### config.mk
export PLATFORM = sky130hd
export DESIGN_NAME = seg7_scan_driver_flat
export DESIGN_NICKNAME = d
export VERILOG_FILES = /design/src/rtl/seg7_scan_driver_if.sv /design/src/rtl/seg7_scan_driver.sv /design/src/flat_wrapper.sv
export SDC_FILE = /design/constraint.sdc
export NUM_CORES = 1
export LEC_CHECK = 0
export ABC_AREA = 1
export BUFFER_PORTS_ARGS = -buffer_cell sky130_fd_sc_hd__buf_2
export CAP_MARGIN = 20
export CORE_MARGIN = 2
export CORE_UTILIZATION = 55
export DETAILED_ROUTE_END_ITERATION = 10
export PLACE_DENSITY = 0.78
export SLEW_MARGIN = 5
export SYNTH_ARGS = -nofsm -noshare
export SYNTH_HDL_FRONTEND = slang
export SYNTH_SLANG_ARGS = --single-unit
### constraint.sdc
create_clock -name clk -period 1.95 [get_ports clk]
set_input_delay 0 -clock clk [delete_from_list [all_inputs] [get_ports clk]]
set_output_delay 0 -clock clk [all_outputs]
set_load 0.02 [all_outputs]
### src/rtl/seg7_scan_driver_if.sv
// seg7_scan_driver_if
//  Bundles the signals between a 7-segment scan driver and the logic around it.
//  Inputs to the driver (load, data, dp_in, blank_lz) carry the value to show.
//  Outputs from the driver (seg, dp, com, frame_tick) go to the board pins.
//  Modports:
//   master - the register/datapath side; drives the value and reads the pins.
//   slave  - the scan driver itself.
interface seg7_scan_driver_if #(
   parameter int N_DIGITS = 4
);
   logic                    load;
   logic [4*N_DIGITS-1:0]   data;
   logic [N_DIGITS-1:0]     dp_in;
   logic                    blank_lz;
   logic [6:0]              seg;
   logic                    dp;
   logic [N_DIGITS-1:0]     com;
   logic                    frame_tick;

   modport master (
      output load, data, dp_in, blank_lz,
      input  seg, dp, com, frame_tick
   );

   modport slave (
      input  load, data, dp_in, blank_lz,
      output seg, dp, com, frame_tick
   );
endinterface

### src/rtl/seg7_scan_driver.sv
// seg7_scan_driver
//  Time-multiplexed driver for an N-digit common-electrode 7-segment display.
//  Each digit is lit for DWELL_CYCLES clocks, separated by BLANK_CYCLES clocks
//  with every common off (anti-ghosting). Values written with load go to a
//  shadow copy and are moved into the display copy only when digit 0 starts,
//  so a frame never mixes old and new digits.
//  Ports:
//   clk   - system clock, rising edge
//   rst_n - synchronous active-low reset
//   bus   - slave side of seg7_scan_driver_if (load/data/dp_in/blank_lz in,
//           seg/dp/com/frame_tick out, all outputs registered)
module seg7_scan_driver #(
   parameter int N_DIGITS        = 4,
   parameter int DWELL_CYCLES    = 1000,
   parameter int BLANK_CYCLES    = 8,
   parameter int SEG_ACTIVE_HIGH = 1,
   parameter int COM_ACTIVE_HIGH = 1
) (
   input  logic                  clk,
   input  logic                  rst_n,
   seg7_scan_driver_if.slave     bus
);
   localparam int MAXC = (DWELL_CYCLES > BLANK_CYCLES) ?
                         ((DWELL_CYCLES > 2) ? DWELL_CYCLES : 2) :
                         ((BLANK_CYCLES > 2) ? BLANK_CYCLES : 2);
   localparam int CW = $clog2(MAXC);
   localparam int IW = (N_DIGITS > 1) ? $clog2(N_DIGITS) : 1;
   localparam int DW = 4 * N_DIGITS;

   localparam logic [CW-1:0] DWELL_LAST = CW'(DWELL_CYCLES - 1);
   localparam logic [CW-1:0] BLANK_LAST = CW'((BLANK_CYCLES > 0) ? BLANK_CYCLES - 1 : 0);
   localparam logic [IW-1:0] IDX_LAST   = IW'(N_DIGITS - 1);

   // Inactive levels of the pins, used in reset and during blanking
   localparam logic [6:0]          SEG_OFF = (SEG_ACTIVE_HIGH != 0) ? 7'h00 : 7'h7F;
   localparam logic                DP_OFF  = (SEG_ACTIVE_HIGH != 0) ? 1'b0 : 1'b1;
   localparam logic [N_DIGITS-1:0] COM_OFF = (COM_ACTIVE_HIGH != 0) ? '0 : '1;

   typedef enum logic {ST_BLANK, ST_SHOW} state_e;

   state_e            state_q, state_d;
   logic [CW-1:0]     cnt_q, cnt_d;
   logic [IW-1:0]     idx_q, idx_d, idx_nxt;
   logic              frame_start;

   logic [DW-1:0]       sh_data_q, sh_data_d, dd_data_q, dd_data_d;
   logic [N_DIGITS-1:0] sh_dp_q, sh_dp_d, dd_dp_q, dd_dp_d;
   logic                sh_lz_q, sh_lz_d, dd_lz_q, dd_lz_d;
   logic                pend_q, pend_d;

   logic [6:0]          seg_q, seg_d, seg_raw;
   logic                dp_q, dp_d, dp_raw;
   logic [N_DIGITS-1:0] com_q, com_d, com_raw;
   logic                ft_q, ft_d;
   logic                show, suppress;
   logic [3:0]          nib;

   function automatic logic [6:0] hex7(input logic [3:0] n);
      case (n)
         4'h0: hex7 = 7'b1111110;  4'h1: hex7 = 7'b0110000;
         4'h2: hex7 = 7'b1101101;  4'h3: hex7 = 7'b1111001;
         4'h4: hex7 = 7'b0110011;  4'h5: hex7 = 7'b1011011;
         4'h6: hex7 = 7'b1011111;  4'h7: hex7 = 7'b1110000;
         4'h8: hex7 = 7'b1111111;  4'h9: hex7 = 7'b1111011;
         4'hA: hex7 = 7'b1110111;  4'hB: hex7 = 7'b0011111;
         4'hC: hex7 = 7'b1001110;  4'hD: hex7 = 7'b0111101;
         4'hE: hex7 = 7'b1001111;  default: hex7 = 7'b1000111;
      endcase
   endfunction

   // Scan FSM. frame_start flags the edge that enters SHOW for digit 0.
   always_comb begin
      state_d     = state_q;
      cnt_d       = cnt_q + 1'b1;
      idx_d       = idx_q;
      frame_start = 1'b0;
      idx_nxt     = (idx_q == IDX_LAST) ? '0 : idx_q + 1'b1;
      case (state_q)
         ST_BLANK: begin
            if (BLANK_CYCLES == 0 || cnt_q == BLANK_LAST) begin
               state_d     = ST_SHOW;
               cnt_d       = '0;
               frame_start = (idx_q == '0);
            end
         end
         ST_SHOW: begin
            if (cnt_q == DWELL_LAST) begin
               cnt_d = '0;
               idx_d = idx_nxt;
               // With no blank time, go straight to the next digit's SHOW
               if (BLANK_CYCLES == 0) frame_start = (idx_nxt == '0);
               else                   state_d     = ST_BLANK;
            end
         end
         default: state_d = ST_BLANK;
      endcase
   end

   // Double buffer: the frame-start copy uses the old shadow, so a load on
   // that same edge stays pending for the next frame.
   always_comb begin
      sh_data_d = bus.load ? bus.data     : sh_data_q;
      sh_dp_d   = bus.load ? bus.dp_in    : sh_dp_q;
      sh_lz_d   = bus.load ? bus.blank_lz : sh_lz_q;
      dd_data_d = dd_data_q;
      dd_dp_d   = dd_dp_q;
      dd_lz_d   = dd_lz_q;
      pend_d    = pend_q;
      if (frame_start && pend_q) begin
         dd_data_d = sh_data_q;
         dd_dp_d   = sh_dp_q;
         dd_lz_d   = sh_lz_q;
         pend_d    = 1'b0;
      end
      if (bus.load) pend_d = 1'b1;
   end

   // Output decode from the current state; registered, so pins lag the FSM by one clock
   always_comb begin
      show     = (state_q == ST_SHOW);
      nib      = dd_data_q[{idx_q, 2'b00} +: 4];
      // Digit is a leading zero when it and every more-significant nibble are 0
      suppress = dd_lz_q && (idx_q != '0) && ((dd_data_q >> {idx_q, 2'b00}) == '0);
      seg_raw  = (show && !suppress) ? hex7(nib) : 7'h00;
      dp_raw   = show && dd_dp_q[idx_q];
      com_raw  = show ? (N_DIGITS'(1) << idx_q) : '0;
      ft_d     = show && (idx_q == '0) && (cnt_q == '0);
      seg_d    = (SEG_ACTIVE_HIGH != 0) ? seg_raw : ~seg_raw;
      dp_d     = (SEG_ACTIVE_HIGH != 0) ? dp_raw  : ~dp_raw;
      com_d    = (COM_ACTIVE_HIGH != 0) ? com_raw : ~com_raw;
   end

   always_ff @(posedge clk) begin
      if (!rst_n) begin
         state_q   <= ST_BLANK;
         cnt_q     <= '0;
         idx_q     <= '0;
         sh_data_q <= '0;
         sh_dp_q   <= '0;
         sh_lz_q   <= 1'b0;
         dd_data_q <= '0;
         dd_dp_q   <= '0;
         dd_lz_q   <= 1'b0;
         pend_q    <= 1'b0;
         seg_q     <= SEG_OFF;
         dp_q      <= DP_OFF;
         com_q     <= COM_OFF;
         ft_q      <= 1'b0;
      end else begin
         state_q   <= state_d;
         cnt_q     <= cnt_d;
         idx_q     <= idx_d;
         sh_data_q <= sh_data_d;
         sh_dp_q   <= sh_dp_d;
         sh_lz_q   <= sh_lz_d;
         dd_data_q <= dd_data_d;
         dd_dp_q   <= dd_dp_d;
         dd_lz_q   <= dd_lz_d;
         pend_q    <= pend_d;
         seg_q     <= seg_d;
         dp_q      <= dp_d;
         com_q     <= com_d;
         ft_q      <= ft_d;
      end
   end

   assign bus.seg        = seg_q;
   assign bus.dp         = dp_q;
   assign bus.com        = com_q;
   assign bus.frame_tick = ft_q;
endmodule

### src/flat_wrapper.sv
// flat-port wrapper written by rule: the top's interface ports become plain ports
module seg7_scan_driver_flat 
#(
   parameter int N_DIGITS        = 4,
   parameter int DWELL_CYCLES    = 1000,
   parameter int BLANK_CYCLES    = 8,
   parameter int SEG_ACTIVE_HIGH = 1,
   parameter int COM_ACTIVE_HIGH = 1
)
  (clk, rst_n, bus_load, bus_data, bus_dp_in, bus_blank_lz, bus_seg, bus_dp, bus_com, bus_frame_tick);
  seg7_scan_driver_if #(.N_DIGITS(N_DIGITS)) bus_i ();
  input  logic clk;
  input  logic rst_n;
  input wire logic [$bits(bus_i.load)-1:0] bus_load;
  input wire logic [$bits(bus_i.data)-1:0] bus_data;
  input wire logic [$bits(bus_i.dp_in)-1:0] bus_dp_in;
  input wire logic [$bits(bus_i.blank_lz)-1:0] bus_blank_lz;
  output wire logic [$bits(bus_i.seg)-1:0] bus_seg;
  output wire logic [$bits(bus_i.dp)-1:0] bus_dp;
  output wire logic [$bits(bus_i.com)-1:0] bus_com;
  output wire logic [$bits(bus_i.frame_tick)-1:0] bus_frame_tick;
  assign bus_i.load = bus_load;
  assign bus_i.data = bus_data;
  assign bus_i.dp_in = bus_dp_in;
  assign bus_i.blank_lz = bus_blank_lz;
  assign bus_seg = bus_i.seg;
  assign bus_dp = bus_i.dp;
  assign bus_com = bus_i.com;
  assign bus_frame_tick = bus_i.frame_tick;
  seg7_scan_driver #(.N_DIGITS(N_DIGITS), .DWELL_CYCLES(DWELL_CYCLES), .BLANK_CYCLES(BLANK_CYCLES), .SEG_ACTIVE_HIGH(SEG_ACTIVE_HIGH), .COM_ACTIVE_HIGH(COM_ACTIVE_HIGH)) u_core (.clk(clk), .rst_n(rst_n), .bus(bus_i));
endmodule
==> metrics.yaml, run 1 <==
layout:
  n_antenna_cell: 0
  nets: 562
  register_area_mm2: 0.00138
  n_fill_cell: 479
  drive_above_1_share: 0.125
  multi_input_area_mm2: 0.00152
  area.growth.synth_to_final_pct: 20.2
critical_path:
  path_cells: "buf_4 -> nand2_1 -> nand2_1 -> nand2_1 -> nand2_1 -> inv_1 -> ha_1 -> nand3b_1 -> nor2_1 -> nand3_1 -> nand2_1 -> nand2_2 -> nand2_1 -> inv_1"
  arrival_ns: 1.94
  cpPeakStageDelay_ns: 0.34
  endpoint_kind: "flip-flop"
  setup.worst_path.class: "reg2reg"
  crit_required_ns: 2.19
  cp_max_fo: 12
  cp-start-kind: "flip-flop"
  slowest_stage: "dfxtp_1"
  cpMostUsedCell: "nand2_1"
timing:
  fmax_ghz: 0.588
  finalSetupViolCount: 0
  fin_ws_ns: 0.249
  tightestPinTransition_ns: 0.674
  min_period_over_period: 0.872
  fin_skew_ns: 0.00901
  period_minus_slack_ns: 1.70
  finalMaxSlewViolations: 0
  hold_viol_final: 0
  timing.slew.headroom: 0.550
  rsz0062_at_grt: "no"
  fin_setup_tns_ns: 0
clock_network:
  h-tree-depth: 3
  cts_root_buf: "clkbuf_8"
  clock_sinks: 69
  clockBufferDepth: 2
  numCtsBuffers: 9
  clkLatencyLatePin_ns: 0.34
  clk_pin_slew_worst_paths_ns: 0.07
  cts_tree: "yes"
  post_cts_buffers: 0
power_and_ir_drop:
  switching_share: 0.218
  p_comb_frac: 0.055
  p_seq_frac: 0.539
  clockPowerShare: 0.406
  peakVddDrop_mv: 0.472
  internal_power_mw: 2.13
  p_leak_nw: 1.96
  power_switching_mw: 0.595
  p_per_area_mw_per_mm2: 714
grt:
  grt_max_degree: 43
  antenna_found_initial: 0
  grt_pass1_wl_mm: 11.3
  grt-ovfl-total: 0
  grt_pass1_vias: 2671
  grt.total_usage: 0.224
logic_synthesis:
  syn_inst: 468
  yosys_warnings: 0
  synth.avg_cell_area_um2: 6.79
  synth_fp_nets: 503
  netlist_area_mm2: 0.00318
  seq_area_frac_synth: 0.435
  synth-seq-cells: 69
  yosysUniqueCellTypes: 24
floorplanning:
  die_h_um: 80.0
  fp.dieArea_mm2: 0.00640
  core_area_mm2: 0.00554
  initial_core_util: 0.574
  die_w_um: 80.0
  ios: 37
  std_cell_rows: 27
placed_design:
  pre_cts_ws_ns: 0.199
  io_buffers: 36
  gp_congestion: 0.892
  dp_hpwl_mm: 4.32
routing:
  detail-route-antenna-nets: 0
  drt_iter0_drc: 91
  wl_per_cell_um: 10.4
  drc: 0
  drtPass1Iterations: 4
  via_count: 2841
  wl_mm: 6.26
  via_per_inst: 4.72
run:
  maxCapViolCount: 0
status:
  outcome: "complete, no violations"
min_path:
  hold_class: "in2reg"
worst max-delay path, delay by kind of cell, from the launching register on:
kind / cells / cell delay, ns
adder cells (fa/ha/maj): 1 / 0.18
flip-flops: 1 / 0.34
AND/OR/NAND/NOR: 10 / 0.74
buffers and inverters: 3 / 0.33
metal layers:
metal | wire, um | vias up | track usage
li1 | - | 1541 | -
met1 | 3000 | 1236 | 0.281
met2 | 2890 | 52 | 0.362
met3 | 231 | 12 | 0.0464
met4 | 144 | 0 | 0.114
met5 | 0 | - | 0
layout by cell type (no fill, tap or decap), drive strengths merged:
cell type    count
nand3b           3
nor3             2
nor2           124
and3             1
nand3           30
nand4            2
bufinv           1
clkinv           1
o21ai           25
clkbuf          12
dfxtp           69
nor3b            1
dlygate4sd3     21
o22ai            1
a21oi            2
ha              11
nand2          125
xor2             6
inv             49
buf             44
kinds of logic after synthesis:
| group | after synthesis | share of synthesized area |
|---|---|---|
| XOR/XNOR | 6 | 0.0165 |
| AO/OA/AOI/OAI | 28 | 0.0445 |
| adder cells (fa/ha/maj) | 11 | 0.0433 |
| flip-flops | 69 | 0.435 |
| buffers and inverters | 66 | 0.0878 |
| AND/OR/NAND/NOR | 288 | 0.373 |
worst paths after layout:
kind	slack (ns)	cells after the start	startpoint	to
max	0.25	14	u_core.idx_q[0]	u_core.bus.seg[2]
min	0.03	3	rst_n	u_core.dd_data_q[14]
max reg2reg	0.25	14	u_core.idx_q[0]	u_core.bus.seg[2]
min reg2reg	0.48	2	u_core.sh_data_q[7]	u_core.dd_data_q[7]
stage by stage:
step                      hold slack (ns)  std cells  utilization  area (um2)  power [mW]
after floorplan                     0.135        468            -        3180        1.57
after global placement              0.220        567        0.618        3430        1.61
after detailed placement            0.228        567        0.618        3430        1.62
after CTS                          0.0132        602        0.689        3820        2.75
after global routing               0.0380        602        0.689        3820        2.82
final                              0.0292        602        0.689        3820        2.73
area by class of cell:
type,count,area share
Sequential cell,69,0.362
Clock buffer,12,0.0380
Multi-Input combinational cell,333,0.398
Tap cell,72,0.0236
Inverter,49,0.0482
Timing Repair Buffer,65,0.121
Clock inverter,2,0.00917
Yosys cell counts (all sizes together):
cell    number  area [um2]
buf          8        61.3
clkbuf       9        33.8
nor3b        1        7.51
o21ai       25         125
dfxtp       69        1380
a21oi        2        10.0
nand3       30         173
nor3         2        10.0
o22ai        1        6.26
xor2         6        52.6
and3         1        6.26
nand2      125         474
nand4        2        12.5
nor2       124         480
nand3b       3        22.5
inv         49         184
ha          11         138
state kept, by name, summed over array words and instances, names as in the netlist, 2 cells and up:
register	count
u_core.dd_data_q	16
u_core.cnt_q	10
u_core.idx_q	2
u_core.bus.seg	7
u_core.bus.com	4
u_core.sh_data_q	16
u_core.sh_dp_q	4
u_core.dd_dp_q	4
power by group through the flow:
stage	Sequential, mW	Combinational (mW)	Clock [mW]
floorplan	1.50	0.0768	0
global placement	1.50	0.114	0
detailed placement	1.50	0.117	0
CTS	1.47	0.149	1.13
global route	1.47	0.174	1.18
finish	1.47	0.150	1.11
timing repair:
action                     CTS  global route
setup endpoints to repair    0             7
hold buffers                21             0
hold endpoints to repair    21             0
gates resized for setup      0             1
Note: power is estimated with default switching activity, not from simulation.
==> inputs of run 2 (changes only) <==
- RECOVER_POWER: default -> 25
==> run 2 against run 1 <==
Against the previous run:
- combinational power is essentially flat
- setup slack is essentially flat
- final cell count is the same
- flip-flop and latch count is the same
- highest routed layer unchanged
- power is essentially flat
- non-clock buffer count is the same
- utilization shrank 0.23 points
==> metrics.yaml, run 2 (synthesis gave the netlist of run 1 again) <==
power_and_ir_drop:
  power.total_mw: 2.73
  p_leak_nw: 1.92
  peakVddDrop_mv: 0.472
  p_per_area_mw_per_mm2: 716
timing:
  hold_viol_final: 0
  timing.slew.headroom: 0.503
  period_minus_slack_ns: 1.70
  tightestPinTransition_ns: 0.746
  finalSetupViolCount: 0
  fin_skew_ns: 0.00940
  finalMaxSlewViolations: 0
  rsz0062_at_grt: "no"
  fin_setup_tns_ns: 0
  min_period_over_period: 0.873
  fmax_ghz: 0.588
clock_network:
  clkLatencyLatePin_ns: 0.34
  post_cts_buffers: 0
  h-tree-depth: 3
  cts_tree: "yes"
  clockBufferDepth: 2
  clk_pin_slew_worst_paths_ns: 0.07
  numCtsBuffers: 9
  cts_root_buf: "clkbuf_8"
  clock_sinks: 69
grt:
  grt.total_usage: 0.224
  grt_max_degree: 43
  grt_pass1_wl_mm: 11.3
  antenna_found_initial: 0
  grt-ovfl-total: 0
  grt_pass1_vias: 2671
min_path:
  hold_class: "in2reg"
critical_path:
  path_delay_family: "simple AND/OR/NAND/NOR gates"
  crit_required_ns: 2.19
  crit_buf_inv: 3
  slowest_stage: "dfxtp_1"
  setup.worst_path.class: "reg2reg"
  cpPeakStageDelay_ns: 0.34
  path_cells: "buf_4 -> nand2_1 -> nand2_1 -> nand2_1 -> nand2_1 -> inv_1 -> ha_1 -> nand3b_1 -> nor2_1 -> nand3_1 -> nand2_1 -> nand2_2 -> nand2_1 -> inv_1"
  cp_max_fo: 12
  arrival_ns: 1.94
  cpMostUsedCell: "nand2_1"
  cp-start-kind: "flip-flop"
  endpoint_kind: "flip-flop"
layout:
  drive_above_1_share: 0.106
  n_fill_cell: 486
  area.growth.synth_to_final_pct: 19.8
  final_cell_mix: "122 x nand2_1, 122 x nor2_1, 69 x dfxtp_1, 47 x inv_1, 27 x nand3_1"
  largest_registers: "u_core.dd_data_q: 16 flops, u_core.sh_data_q: 16 flops, u_core.cnt_q: 10 flops"
  nets: 562
  n_antenna_cell: 0
status:
  outcome: "complete, no violations"
floorplanning:
  core_area_mm2: 0.00554
  ios: 37
  initial_core_util: 0.574
  die_h_um: 80.0
  fp.dieArea_mm2: 0.00640
  std_cell_rows: 27
  die_w_um: 80.0
run:
  maxCapViolCount: 0
routing:
  via_per_inst: 4.72
  drt_iter0_drc: 91
  drtPass1Iterations: 4
  drc: 0
  wl_per_cell_um: 10.4
  detail-route-antenna-nets: 0
  via_count: 2841
  wl_mm: 6.27
placed_design:
  dp_hpwl_mm: 4.32
  gp_congestion: 0.892
  io_buffers: 36
==> run 2: final timing paths <==
path	from	end	slack, ns	depth (start not counted)
setup / recovery	u_core.idx_q[0]	u_core.bus.seg[2]	0.25	14
hold / removal	rst_n	u_core.dd_data_q[14]	0.03	3
setup reg to reg	u_core.idx_q[0]	u_core.bus.seg[2]	0.25	14
hold reg to reg	u_core.sh_data_q[7]	u_core.dd_data_q[7]	0.48	2
==> run 2: final cells by class <==
type                            instances  area, um2  area share
Tap cell                               72       90.1      0.0237
Sequential cell                        69       1380       0.363
Timing Repair Buffer                   65        450       0.118
Multi-Input combinational cell        333       1520       0.399
Clock inverter                          2       35.0     0.00920
Clock buffer                           12        145      0.0381
Inverter                               49        184      0.0483
==> run 2: power by group <==
group          internal, mW  total, mW  switching, mW  leakage [nW]
Combinational        0.0734      0.149         0.0760          1.26
Sequential             1.45       1.47         0.0214         0.562
Clock                 0.611       1.11          0.498        0.0923
==> run 2: routing by layer <==
| layer | up-vias | GRT usage | routed length (um) |
|---|---|---|---|
| li1 | 1541 | - | - |
| met1 | 1236 | 0.281 | 3010 |
| met2 | 52 | 0.362 | 2890 |
| met3 | 12 | 0.0464 | 234 |
| met4 | 0 | 0.114 | 144 |
| met5 | - | 0 | 0 |
==> run 2: repair_timing <==
| action | CTS | global route |
|---|---|---|
| hold endpoints to repair | 21 | 0 |
| setup endpoints to repair | 0 | 7 |
| hold buffers | 21 | 0 |
| gates resized for setup | 0 | 1 |
==> run 2: worst min-delay path, cell delays in order <==
cell and delay [ns]:
buf_2 0.20, nand2_1 0.10, nor2_1 0.03
==> run 2: stage by stage <==
step	worst slack, ns	instance area [um2]	cells	utilization	hold WS [ns]
after global routing	0.00364	3810	602	0.687	0.0380
after CTS	0.186	3820	602	0.689	0.0132
after floorplan	0.166	3180	468	-	0.135
after detailed placement	0.199	3430	567	0.618	0.228
final	0.248	3810	602	0.687	0.0291
after global placement	0.259	3430	567	0.618	0.220
